**config.mk**
```make
export PLATFORM = sky130hd
export DESIGN_NAME = bist_repair_sequencer_flat
export DESIGN_NICKNAME = d
export VERILOG_FILES = /design/src/rtl/bira_pkg.sv /design/src/rtl/bist_repair_sequencer_if.sv /design/src/rtl/seq_watchdog.sv /design/src/rtl/bist_repair_sequencer.sv /design/src/flat_wrapper.sv
export SDC_FILE = /design/constraint.sdc
export NUM_CORES = 1
export LEC_CHECK = 0
export ABC_AREA = 1
export ABC_CLOCK_PERIOD_IN_PS = 1850
export BUFFER_PORTS_ARGS = -buffer_cell sky130_fd_sc_hd__buf_4
export CAP_MARGIN = 20
export CORE_MARGIN = 2
export CORE_UTILIZATION = 35
export CTS_BUF_LIST = sky130_fd_sc_hd__clkbuf_4 sky130_fd_sc_hd__clkbuf_8 sky130_fd_sc_hd__clkbuf_16
export DETAILED_ROUTE_END_ITERATION = 10
export PLACE_DENSITY = 0.61
export REMOVE_ABC_BUFFERS = 1
export SETUP_SLACK_MARGIN = 0.15
export SKIP_CTS_REPAIR_TIMING = 1
export SLEW_MARGIN = 20
export SYNTH_ARGS = -nofsm -noshare
export SYNTH_HDL_FRONTEND = slang
export SYNTH_SLANG_ARGS = --single-unit
```
**constraint.sdc**
```tcl
create_clock -name clk -period 1.85 [get_ports clk]
set_clock_uncertainty 0.1 [all_clocks]
set_input_delay 0.0925 -clock clk [delete_from_list [all_inputs] [get_ports clk]]
set_output_delay 0.0925 -clock clk [all_outputs]
set_load 0.01 [all_outputs]
```
**src/rtl/bira_pkg.sv**
```systemverilog
// Shared types for the self-repair flow: fault records, sequencer states and result codes.
package bira_pkg;

   localparam int ROW_W = 8;
   localparam int COL_W = 8;

   typedef struct packed {
      logic [ROW_W-1:0] row;
      logic [COL_W-1:0] col;
   } fault_rec_t;

   typedef enum logic [3:0] {
      IDLE      = 4'd0,
      M1_RST    = 4'd1,
      M1_RUN    = 4'd2,
      CAPTURE   = 4'd3,
      BIRA_GO   = 4'd4,
      BIRA_WAIT = 4'd5,
      M2_RST    = 4'd6,
      M2_RUN    = 4'd7,
      DONE      = 4'd8
   } seq_state_e;

   typedef enum logic [2:0] {
      RES_CLEAN        = 3'd0,
      RES_REPAIRED     = 3'd1,
      RES_UNREPAIRABLE = 3'd2,
      RES_REPAIR_FAIL  = 3'd3,
      RES_TIMEOUT      = 3'd4,
      RES_OVERFLOW     = 3'd5
   } seq_result_e;

   // MBIST is held in reset before the first launch and during both RST phases.
   function automatic logic mbist_held(input seq_state_e s);
      return (s == IDLE) || (s == M1_RST) || (s == M2_RST);
   endfunction

endpackage

```
**src/rtl/bist_repair_sequencer_if.sv**
```systemverilog
// Handshake bundle between the repair sequencer (master) and the MBIST/BIRA engines (slave).
interface bist_repair_sequencer_if
   import bira_pkg::*;
#(
   parameter int MAX_FAULTS = 8,
   parameter int FCNT_W     = 4
) ();
   logic                             mbist_rst_n;
   logic                             bist_done;
   logic                             bist_fail;
   logic [FCNT_W-1:0]                fault_count_in;
   fault_rec_t [MAX_FAULTS-1:0]      fault_list_in;
   logic                             start_bira;
   logic [FCNT_W-1:0]                bira_fault_count;
   fault_rec_t [MAX_FAULTS-1:0]      bira_fault_list;
   logic                             bira_done;
   logic                             bira_success;

   modport master (
      output mbist_rst_n, start_bira, bira_fault_count, bira_fault_list,
      input  bist_done, bist_fail, fault_count_in, fault_list_in, bira_done, bira_success
   );

   modport slave (
      input  mbist_rst_n, start_bira, bira_fault_count, bira_fault_list,
      output bist_done, bist_fail, fault_count_in, fault_list_in, bira_done, bira_success
   );
endinterface

```
**src/rtl/seq_watchdog.sv**
```systemverilog
// Clear/enable phase counter; expired flags the last cycle of a LIMIT-cycle phase.
module seq_watchdog #(
   parameter int LIMIT = 4096,
   parameter int W     = $clog2(LIMIT + 1)
) (
   input  logic         clk,
   input  logic         rst_n,
   input  logic         clr,
   input  logic         en,
   output logic [W-1:0] count,
   output logic         expired
);
   logic [W-1:0] count_r;

   // Phase cycle counter, saturating at LIMIT so a long-lived phase cannot wrap.
   always_ff @(posedge clk or negedge rst_n) begin
      if (!rst_n) begin
         count_r <= '0;
      end else if (clr) begin
         count_r <= '0;
      end else if (en && (count_r != W'(LIMIT))) begin
         count_r <= count_r + W'(1);
      end else begin
         count_r <= count_r;
      end
   end

   assign count   = count_r;
   assign expired = (count_r == W'(LIMIT - 1));
endmodule

```
**src/rtl/bist_repair_sequencer.sv**
```systemverilog
// MBIST -> capture -> BIRA -> BISR -> MBIST sequencer with one final result code.
// Optional SEQ_CYCLE_COUNT_EN adds a saturating total_cycles busy counter.
module bist_repair_sequencer
   import bira_pkg::*;
#(
   parameter int MAX_FAULTS     = 8,
   parameter int FCNT_W         = 4,
   parameter int RST_CYCLES     = 2,
   parameter int TIMEOUT_CYCLES = 4096,
   parameter int TMR_W          = $clog2(TIMEOUT_CYCLES + 1)
) (
   input  logic                     clk,
   input  logic                     rst_n,
   input  logic                     start,
   bist_repair_sequencer_if.master  bus,
   output logic                     repair_active,
   output logic                     busy,
   output logic                     done,
   output logic [2:0]               result
`ifdef SEQ_CYCLE_COUNT_EN
   ,
   output logic [31:0]              total_cycles
`endif
);
   seq_state_e                  state_r, next_state_s;
   seq_result_e                 result_r, result_next_s;
   logic                        set_result_s, set_repair_s, launch_s, capture_s;
   logic                        wd_clr_s, wd_expired_s, hold_done_s;
   logic [TMR_W-1:0]            wd_count_s;
   logic                        mbist_rst_n_r, start_bira_r, busy_r, done_r, repair_active_r;
   logic [FCNT_W-1:0]           bira_fault_count_r;
   fault_rec_t [MAX_FAULTS-1:0] bira_fault_list_r;

   seq_watchdog #(.LIMIT(TIMEOUT_CYCLES), .W(TMR_W)) u_wd (
      .clk     (clk),
      .rst_n   (rst_n),
      .clr     (wd_clr_s),
      .en      (1'b1),
      .count   (wd_count_s),
      .expired (wd_expired_s)
   );

   // Next-state and result decode; the watchdog restarts on every state change.
   always_comb begin
      next_state_s  = state_r;
      result_next_s = result_r;
      set_result_s  = 1'b0;
      set_repair_s  = 1'b0;
      launch_s      = 1'b0;
      capture_s     = 1'b0;
      hold_done_s   = (wd_count_s == TMR_W'(RST_CYCLES - 1));
      case (state_r)
         IDLE, DONE: begin
            if (start) begin
               next_state_s = M1_RST;
               launch_s     = 1'b1;
            end else begin
               next_state_s = state_r;
            end
         end
         M1_RST: begin
            if (hold_done_s) next_state_s = M1_RUN;
            else             next_state_s = M1_RST;
         end
         M1_RUN: begin
            // A zero count marks the first RUN cycle, where a stale bist_done is ignored.
            if (bus.bist_done && (wd_count_s != '0)) begin
               next_state_s = CAPTURE;
               capture_s    = 1'b1;
            end else if (wd_expired_s) begin
               next_state_s  = DONE;
               set_result_s  = 1'b1;
               result_next_s = RES_TIMEOUT;
            end else begin
               next_state_s = M1_RUN;
            end
         end
         CAPTURE: begin
            set_result_s = 1'b1;
            if (bira_fault_count_r == '0) begin
               next_state_s  = DONE;
               result_next_s = bus.bist_fail ? RES_UNREPAIRABLE : RES_CLEAN;
            end else if (bira_fault_count_r > FCNT_W'(MAX_FAULTS)) begin
               next_state_s  = DONE;
               result_next_s = RES_OVERFLOW;
            end else begin
               next_state_s = BIRA_GO;
               set_result_s = 1'b0;
            end
         end
         BIRA_GO: begin
            next_state_s = BIRA_WAIT;
         end
         BIRA_WAIT: begin
            if (bus.bira_done) begin
               if (bus.bira_success) begin
                  next_state_s = M2_RST;
                  set_repair_s = 1'b1;
               end else begin
                  next_state_s  = DONE;
                  set_result_s  = 1'b1;
                  result_next_s = RES_UNREPAIRABLE;
               end
            end else if (wd_expired_s) begin
               next_state_s  = DONE;
               set_result_s  = 1'b1;
               result_next_s = RES_TIMEOUT;
            end else begin
               next_state_s = BIRA_WAIT;
            end
         end
         M2_RST: begin
            if (hold_done_s) next_state_s = M2_RUN;
            else             next_state_s = M2_RST;
         end
         M2_RUN: begin
            if (bus.bist_done && (wd_count_s != '0)) begin
               next_state_s  = DONE;
               set_result_s  = 1'b1;
               result_next_s = bus.bist_fail ? RES_REPAIR_FAIL : RES_REPAIRED;
            end else if (wd_expired_s) begin
               next_state_s  = DONE;
               set_result_s  = 1'b1;
               result_next_s = RES_TIMEOUT;
            end else begin
               next_state_s = M2_RUN;
            end
         end
         default: begin
            next_state_s = IDLE;
         end
      endcase
      wd_clr_s = (next_state_s != state_r);
   end

   // State register and outputs registered from the next state so they align with it.
   always_ff @(posedge clk or negedge rst_n) begin
      if (!rst_n) begin
         state_r         <= IDLE;
         mbist_rst_n_r   <= 1'b0;
         start_bira_r    <= 1'b0;
         busy_r          <= 1'b0;
         done_r          <= 1'b0;
         result_r        <= RES_CLEAN;
         repair_active_r <= 1'b0;
      end else begin
         state_r       <= next_state_s;
         mbist_rst_n_r <= !mbist_held(next_state_s);
         start_bira_r  <= (next_state_s == BIRA_GO);
         busy_r        <= (next_state_s != IDLE) && (next_state_s != DONE);
         done_r        <= (next_state_s == DONE);
         if (set_result_s) result_r <= result_next_s;
         else              result_r <= result_r;
         if (launch_s)          repair_active_r <= 1'b0;
         else if (set_repair_s) repair_active_r <= 1'b1;
         else                   repair_active_r <= repair_active_r;
      end
   end

   // Fault snapshot for BIRA, taken as MBIST #1 completes so it leads start_bira.
   always_ff @(posedge clk or negedge rst_n) begin
      if (!rst_n) begin
         bira_fault_count_r <= '0;
         bira_fault_list_r  <= '0;
      end else if (capture_s) begin
         bira_fault_count_r <= bus.fault_count_in;
         bira_fault_list_r  <= bus.fault_list_in;
      end else begin
         bira_fault_count_r <= bira_fault_count_r;
         bira_fault_list_r  <= bira_fault_list_r;
      end
   end

`ifdef SEQ_CYCLE_COUNT_EN
   logic [31:0] total_cycles_r;

   // Counts busy cycles of the current sequence; frozen once busy drops in DONE.
   always_ff @(posedge clk or negedge rst_n) begin
      if (!rst_n) begin
         total_cycles_r <= 32'd0;
      end else if (launch_s) begin
         total_cycles_r <= 32'd0;
      end else if (busy_r && (total_cycles_r != 32'hFFFF_FFFF)) begin
         total_cycles_r <= total_cycles_r + 32'd1;
      end else begin
         total_cycles_r <= total_cycles_r;
      end
   end

   assign total_cycles = total_cycles_r;
`endif

   assign bus.mbist_rst_n      = mbist_rst_n_r;
   assign bus.start_bira       = start_bira_r;
   assign bus.bira_fault_count = bira_fault_count_r;
   assign bus.bira_fault_list  = bira_fault_list_r;
   assign repair_active        = repair_active_r;
   assign busy                 = busy_r;
   assign done                 = done_r;
   assign result               = result_r;
endmodule
```
**src/flat_wrapper.sv**
```systemverilog
// flat-port wrapper written by rule: the top's interface ports become plain ports
module bist_repair_sequencer_flat import bira_pkg::*;
#(
   parameter int MAX_FAULTS     = 8,
   parameter int FCNT_W         = 4,
   parameter int RST_CYCLES     = 2,
   parameter int TIMEOUT_CYCLES = 4096,
   parameter int TMR_W          = $clog2(TIMEOUT_CYCLES + 1)
)
  (clk, rst_n, start, repair_active, busy, done, result, bus_mbist_rst_n, bus_start_bira, bus_bira_fault_count, bus_bira_fault_list, bus_bist_done, bus_bist_fail, bus_fault_count_in, bus_fault_list_in, bus_bira_done, bus_bira_success);
  bist_repair_sequencer_if #(.MAX_FAULTS(MAX_FAULTS), .FCNT_W(FCNT_W)) bus_i ();
  input  logic clk;
  input  logic rst_n;
  input  logic start;
  output logic repair_active;
  output logic busy;
  output logic done;
  output logic [2:0] result;
  output wire logic [$bits(bus_i.mbist_rst_n)-1:0] bus_mbist_rst_n;
  output wire logic [$bits(bus_i.start_bira)-1:0] bus_start_bira;
  output wire logic [$bits(bus_i.bira_fault_count)-1:0] bus_bira_fault_count;
  output wire logic [$bits(bus_i.bira_fault_list)-1:0] bus_bira_fault_list;
  input wire logic [$bits(bus_i.bist_done)-1:0] bus_bist_done;
  input wire logic [$bits(bus_i.bist_fail)-1:0] bus_bist_fail;
  input wire logic [$bits(bus_i.fault_count_in)-1:0] bus_fault_count_in;
  input wire logic [$bits(bus_i.fault_list_in)-1:0] bus_fault_list_in;
  input wire logic [$bits(bus_i.bira_done)-1:0] bus_bira_done;
  input wire logic [$bits(bus_i.bira_success)-1:0] bus_bira_success;
  assign bus_mbist_rst_n = bus_i.mbist_rst_n;
  assign bus_start_bira = bus_i.start_bira;
  assign bus_bira_fault_count = bus_i.bira_fault_count;
  assign bus_bira_fault_list = bus_i.bira_fault_list;
  assign bus_i.bist_done = bus_bist_done;
  assign bus_i.bist_fail = bus_bist_fail;
  assign bus_i.fault_count_in = bus_fault_count_in;
  assign bus_i.fault_list_in = bus_fault_list_in;
  assign bus_i.bira_done = bus_bira_done;
  assign bus_i.bira_success = bus_bira_success;
  bist_repair_sequencer #(.MAX_FAULTS(MAX_FAULTS), .FCNT_W(FCNT_W), .RST_CYCLES(RST_CYCLES), .TIMEOUT_CYCLES(TIMEOUT_CYCLES), .TMR_W(TMR_W)) u_core (.clk(clk), .rst_n(rst_n), .start(start), .bus(bus_i), .repair_active(repair_active), .busy(busy), .done(done), .result(result));
endmodule
```
After elaboration in Yosys (flattened, before gate mapping). Cells that the tools add are included.

Bits in registers: 157. Input bits: 139. Output and inout bits: 140.

$add $sub $neg: 1. $lt $le $gt $ge: 1. Equal/unequal tests: 20. Muxes and demuxes: 42. Reduce and logical (&&, ||, !) cells: 15.

Operator list (number): two-way mux 4 bit (10); one-hot mux 4 bit (8 select lines) (1); two-way mux 13 bit (2); == test 4 x 3 -> 1 bit (second input constant) (6); two-way mux 3 bit (7); two-way mux 1 bit (17); adder 13 x 1 -> 13 bit (second input constant) (1); == test 13 x 1 -> 1 bit (second input constant) (1); == test 13 x 12 -> 1 bit (second input constant) (1); != test 13 bit (second input constant) (1); nonzero test 13 bit (1); logical NOT 4 bit (3); one-hot mux 3 bit (4 select lines) (1); == test 4 x 1 -> 1 bit (second input constant) (2); == test 4 x 2 -> 1 bit (second input constant) (2); == test 4 bit (second input constant) (2); nonzero test 4 bit (2); two-way mux 2 bit (3); AND reduction 5 bit (1); greater-than comparator 4 bit (second input constant) (1); != test 4 bit (1); != test 4 bit (second input constant) (1); one-hot mux 1 bit (4 select lines) (1); nonzero test 2 bit (2); other kinds (7) (9).

Longest topological paths before layout.
Word-level depth: 8. Mapped depth: 15. Depth with buffers taken out: 14.

Hierarchy. Synthesis repeated with hierarchy kept, for this count alone.

Cell total of the unflattened synthesis: 558. Area total of the unflattened synthesis: 7374.6 um^2.

Modules (own cells, without submodules): bist_repair_sequencer (times used 1, cells an instance 421, area each 6418.7 um^2, seq. area each 3603.5 um^2); seq_watchdog (times used 1, cells an instance 137, area each 955.9 um^2, seq. area each 325.3 um^2).

Worst setup path before layout. OpenSTA, ideal clock, no wires.

Kind: reg2reg. Start point: reg u_core.u_wd.count_r[0] (netlist: u_core.u_wd.count[0]). End point: reg u_core.bira_fault_count_r[0] (netlist: u_core.bus.bira_fault_count[0]). Library setup time: 0.125 ns. Data arrival time: 1.659 ns. Path slack: -0.033 ns. Stages on the path, launching flop included: 10. Path buffers: 2. Period minus slack after synthesis: 1.883 ns. Cells stage by stage: dfrtp_1 > inv_1 > ha_1 > nand2_1 > nor2_2 > nand2_2 > nand3_2 > buf_4 > buf_6 > mux2_2.

Cells in the longest elaborated chain, start to end: 4.

Ends and longest elaborated chain: from (decl) (RTL line seq_watchdog.sv:13) `logic [W-1:0] count_r;`; from (signal assigned) (RTL line seq_watchdog.sv:22) `count_r <= count_r + W'(1);`; from (signal assigned) (RTL line seq_watchdog.sv:24) `count_r <= count_r;`; nonzero test 13 bit (RTL line bist_repair_sequencer.sv:67) `if (bus.bist_done && (wd_count_s != '0)) begin`; logical AND 1 bit (RTL line bist_repair_sequencer.sv:67); two-way mux 1 bit (RTL line bist_repair_sequencer.sv:67); two-way mux 1 bit (RTL line bist_repair_sequencer.sv:52) `case (state_r)`; to (signal assigned) (RTL line bist_repair_sequencer.sv:166) `bira_fault_count_r <= bus.fault_count_in;`; to (signal assigned) (RTL line bist_repair_sequencer.sv:169) `bira_fault_count_r <= bira_fault_count_r;`; to (decl) (RTL line bist_repair_sequencer.sv:31) `logic [FCNT_W-1:0] bira_fault_count_r;`.

Every way passes these cells. A chain may end at the register's enable or synchronous reset.

Final worst setup path.
Start point: reg u_core.u_wd.count_r[0] (netlist: u_core.u_wd.count[0]). End point: reg u_core.bira_fault_list_r (netlist bit u_core.bus.bira_fault_list[35]).

Cells in the longest elaborated chain, start to end: 4.

Ends and longest elaborated chain: nonzero test 13 bit (RTL line bist_repair_sequencer.sv:67); logical AND 1 bit (RTL line bist_repair_sequencer.sv:67); two-way mux 1 bit (RTL line bist_repair_sequencer.sv:67); two-way mux 1 bit (RTL line bist_repair_sequencer.sv:52); to (signal assigned) (RTL line bist_repair_sequencer.sv:167) `bira_fault_list_r <= bus.fault_list_in;`; to (signal assigned) (RTL line bist_repair_sequencer.sv:170) `bira_fault_list_r <= bira_fault_list_r;`; to (decl) (RTL line bist_repair_sequencer.sv:32) `fault_rec_t [MAX_FAULTS-1:0] bira_fault_list_r;`.

Every way passes these cells.

==> impl_metrics.json <==
{
  "pre_cts_slack_ns": -0.1729,
  "synth_cell_types": 33,
  "path_buf_inv": 3,
  "drive_gt1_frac": 0.5910,
  "cts.sinks": 157,
  "fp-row-count": 49,
  "status": "finished with violations",
  "clock.fmax_ghz": 0.4865,
  "seq_area_frac_synth": 0.6052,
  "die_width_um": 140.2,
  "fin_crit_sh": 1.111,
  "slew_viol_final": 0,
  "detailed_place_hpwl_um": 12910,
  "syn2layout_area_growth_pct": 80.74,
  "rsz0062_at_grt": "yes",
  "wire_per_inst_um": 16.68,
  "critPathMaxFanout": 8,
  "drt-pass1-iter-count": 4,
  "grt_start_max_net_pins": 47,
  "track_usage": 0.1764,
  "cts_buffers": 17,
  "multi_input_area_um2": 2653,
  "cp-end-kind": "register",
  "mostFrequentLayoutCells": "buf_4, dfrtp_1, dlygate4sd3_1",
  "yosys-top-cells-area": "dfrtp_1, mux2_2, nand2_1",
  "final_util": 0.6487,
  "gr-total-overflow": 0,
  "route.detailed.drc": 0,
  "yosysTopAreaCell": "dfrtp_1",
  "p_total_mw": 16.32,
  "violations": "negative setup slack",
  "critical_path_arrival_ns": 2.26,
  "clock_path_buffers": 2,
  "setup_violations": 149,
  "path_clk_slew_ns": 0.06,
  "seq_area_um2": 3931,
  "coreArea_um2": 18090,
  "final_common_cell": "buf_4",
  "vias_per_cell": 4.601,
  "htreeDepth": 4,
  "start_util": 0.3589,
  "routed_wl_um": 20220,
  "max_slew.worst_pin.slew_ns": 0.4780,
  "grt_pass1_vias": 5473,
  "n_antenna_cell": 0,
  "slowest_delay_ns": 0.45,
  "crit_required_ns": 2.06,
  "leakage_nw": 6.020,
  "synth_cells": 480,
  "p_per_area_nw_per_um2": 1391,
  "ioPinCount": 279,
  "io_buffer_count": 278,
  "cap_violations": 0,
  "syn-cell-area_um2": 6491,
  "cpLargestDelayFamily": "simple AND/OR/NAND/NOR gates",
  "die_h_um": 140.2,
  "antenna_found_initial": 0,
  "fin_nets": 1112,
  "reg2reg_slack_ns": -0.21,
  "start_kind": "register",
  "drtIter0Drc": 155,
  "hold_viol": 0,
  "globalplace.congestion": 0.9009,
  "min_period_ns": 2.056,
  "hold_class": "in -> reg",
  "detail-route-antenna-nets": 0,
  "cts_tree": "built",
  "die_area_um2": 19650,
  "path_cells": "inv_2, ha_4, nand2_2, nor2_4, nand2_4, nand3_4, buf_6, clkbuf_16, mux2_2",
  "crit_type": "reg -> reg",
  "setup_slack_ns": -0.2056,
  "vdd_drop_max_v": 0.0009908,
  "ys_ff_latch": 157,
  "synth_top_area_share": 0.6052,
  "grt_pass1_wl_um": 27440,
  "setup_tns_ns": -18.80,
  "avgSynthCellArea_um2": 13.52,
  "root_buffer": "clkbuf_16",
  "worstSkewPairLatency_ns": 0.42,
  "vias": 5577,
  "slew-limit-headroom": 0.6813,
  "slowest_stage": "dfrtp_2",
  "ys.warnings.count": 0,
  "fill_cells": 1306
}
-- routing by layer --
metal  GRT usage  wire length [um]  vias to the layer above  part of all wire
met5           0                 0                        -                 0
met4     0.03668               230                        0             0.011
met3     0.08513              1564                       21             0.077
met2      0.3044             10610                      202              0.52
met1      0.1996              7816                     2750              0.39
li1            -                 -                     2604                 -
-- cell type report --
| type | count | share of cell area |
|---|---|---|
| Multi-Input combinational cell | 286 | 0.2261 |
| Clock inverter | 13 | 0.01120 |
| Sequential cell | 157 | 0.3351 |
| Tap cell | 229 | 0.02442 |
| Inverter | 23 | 0.007572 |
| Timing Repair Buffer | 485 | 0.3576 |
| Clock buffer | 19 | 0.03807 |
-- through the flow --
stage | instances | area (um^2) | hold slack [ns]
CTS | 1054 | 9777 | -0.4790
detailed placement | 1022 | 9199 | -0.02772
global route | 1212 | 11730 | 0.08241
floorplan | 465 | 6364 | -0.3031
global placement | 1022 | 9199 | -0.02872
finish | 1212 | 11730 | 0.04146
-- flip-flops by register name, indices dropped and copies added (netlist names) --
signal                       cells
u_core.result                    3
u_core.bus.bira_fault_count      4
u_core.bus.start_bira            1
u_core.done                      1
u_core.repair_active             1
u_core.bus.mbist_rst_n           1
u_core.bus.bira_fault_list     128
u_core.state_r                   4
u_core.u_wd.count               13
u_core.busy                      1
-- worst min-delay path, cell delays in order --
cell and delay [ns]:
buf_4 0.11, nand2_1 0.07, nor3_1 0.08, o21a_1 0.17
-- report_power, final --
part           internal [mW]  switching (mW)  total (mW)
Clock                   1.83            1.56        3.38
Sequential              4.90           0.868        5.76
Combinational           4.07            3.10        7.17
Total                   10.8            5.52        16.3
-- cells by family (layout without fill, tap and decap cells) --
| logic type | after synthesis | after routing | synth area share |
|---|---|---|---|
| buf+inv | 38 | 540 | 0.03296 |
| fa+ha+maj | 3 | 3 | 0.005783 |
| flops | 157 | 157 | 0.6052 |
| mux | 132 | 132 | 0.2288 |
| xor+xnor | 11 | 11 | 0.01484 |
| compound gates | 10 | 10 | 0.01022 |
| simple gates | 129 | 130 | 0.1022 |
-- worst paths after layout --
check / endpoint / from / depth (start not counted)
worst max-delay path: u_core.bus.bira_fault_list[35] / u_core.u_wd.count[0] / 9
worst min-delay path: u_core.repair_active / bus_bira_success / 4
worst max register to register: u_core.bus.bira_fault_list[35] / u_core.u_wd.count[0] / 9
worst min register to register: u_core.result[1] / u_core.result[1] / 2
max in group asynchronous: u_core.bus.bira_fault_list[123] / rst_n / 3
min in group asynchronous: u_core.bus.bira_fault_list[85] / rst_n / 2
-- Yosys cell counts --
master    count
nand2_4       1
nor2_2       14
buf_6         8
nand3b_1      2
or2_1         1
nor2_1       27
nand3_4       1
o21a_1        1
nor2_4        4
o21ai_0       2
nor3_1        4
nand3_1      11
mux2i_1       1
a221oi_1      1
or3_1         1
buf_2         6
xor2_1        8
nand2_1      46
inv_2         2
a21boi_0      1
nand4_1       3
a22o_1        2
mux2_2      131
nand2_2       8
or2_2         1
ha_1          3
nor3_2        1
a21oi_1       3
inv_1        21
nand3_2       4
xnor2_1       3
buf_4         1
dfrtp_1     157
(Power assumes the default switching activity.)
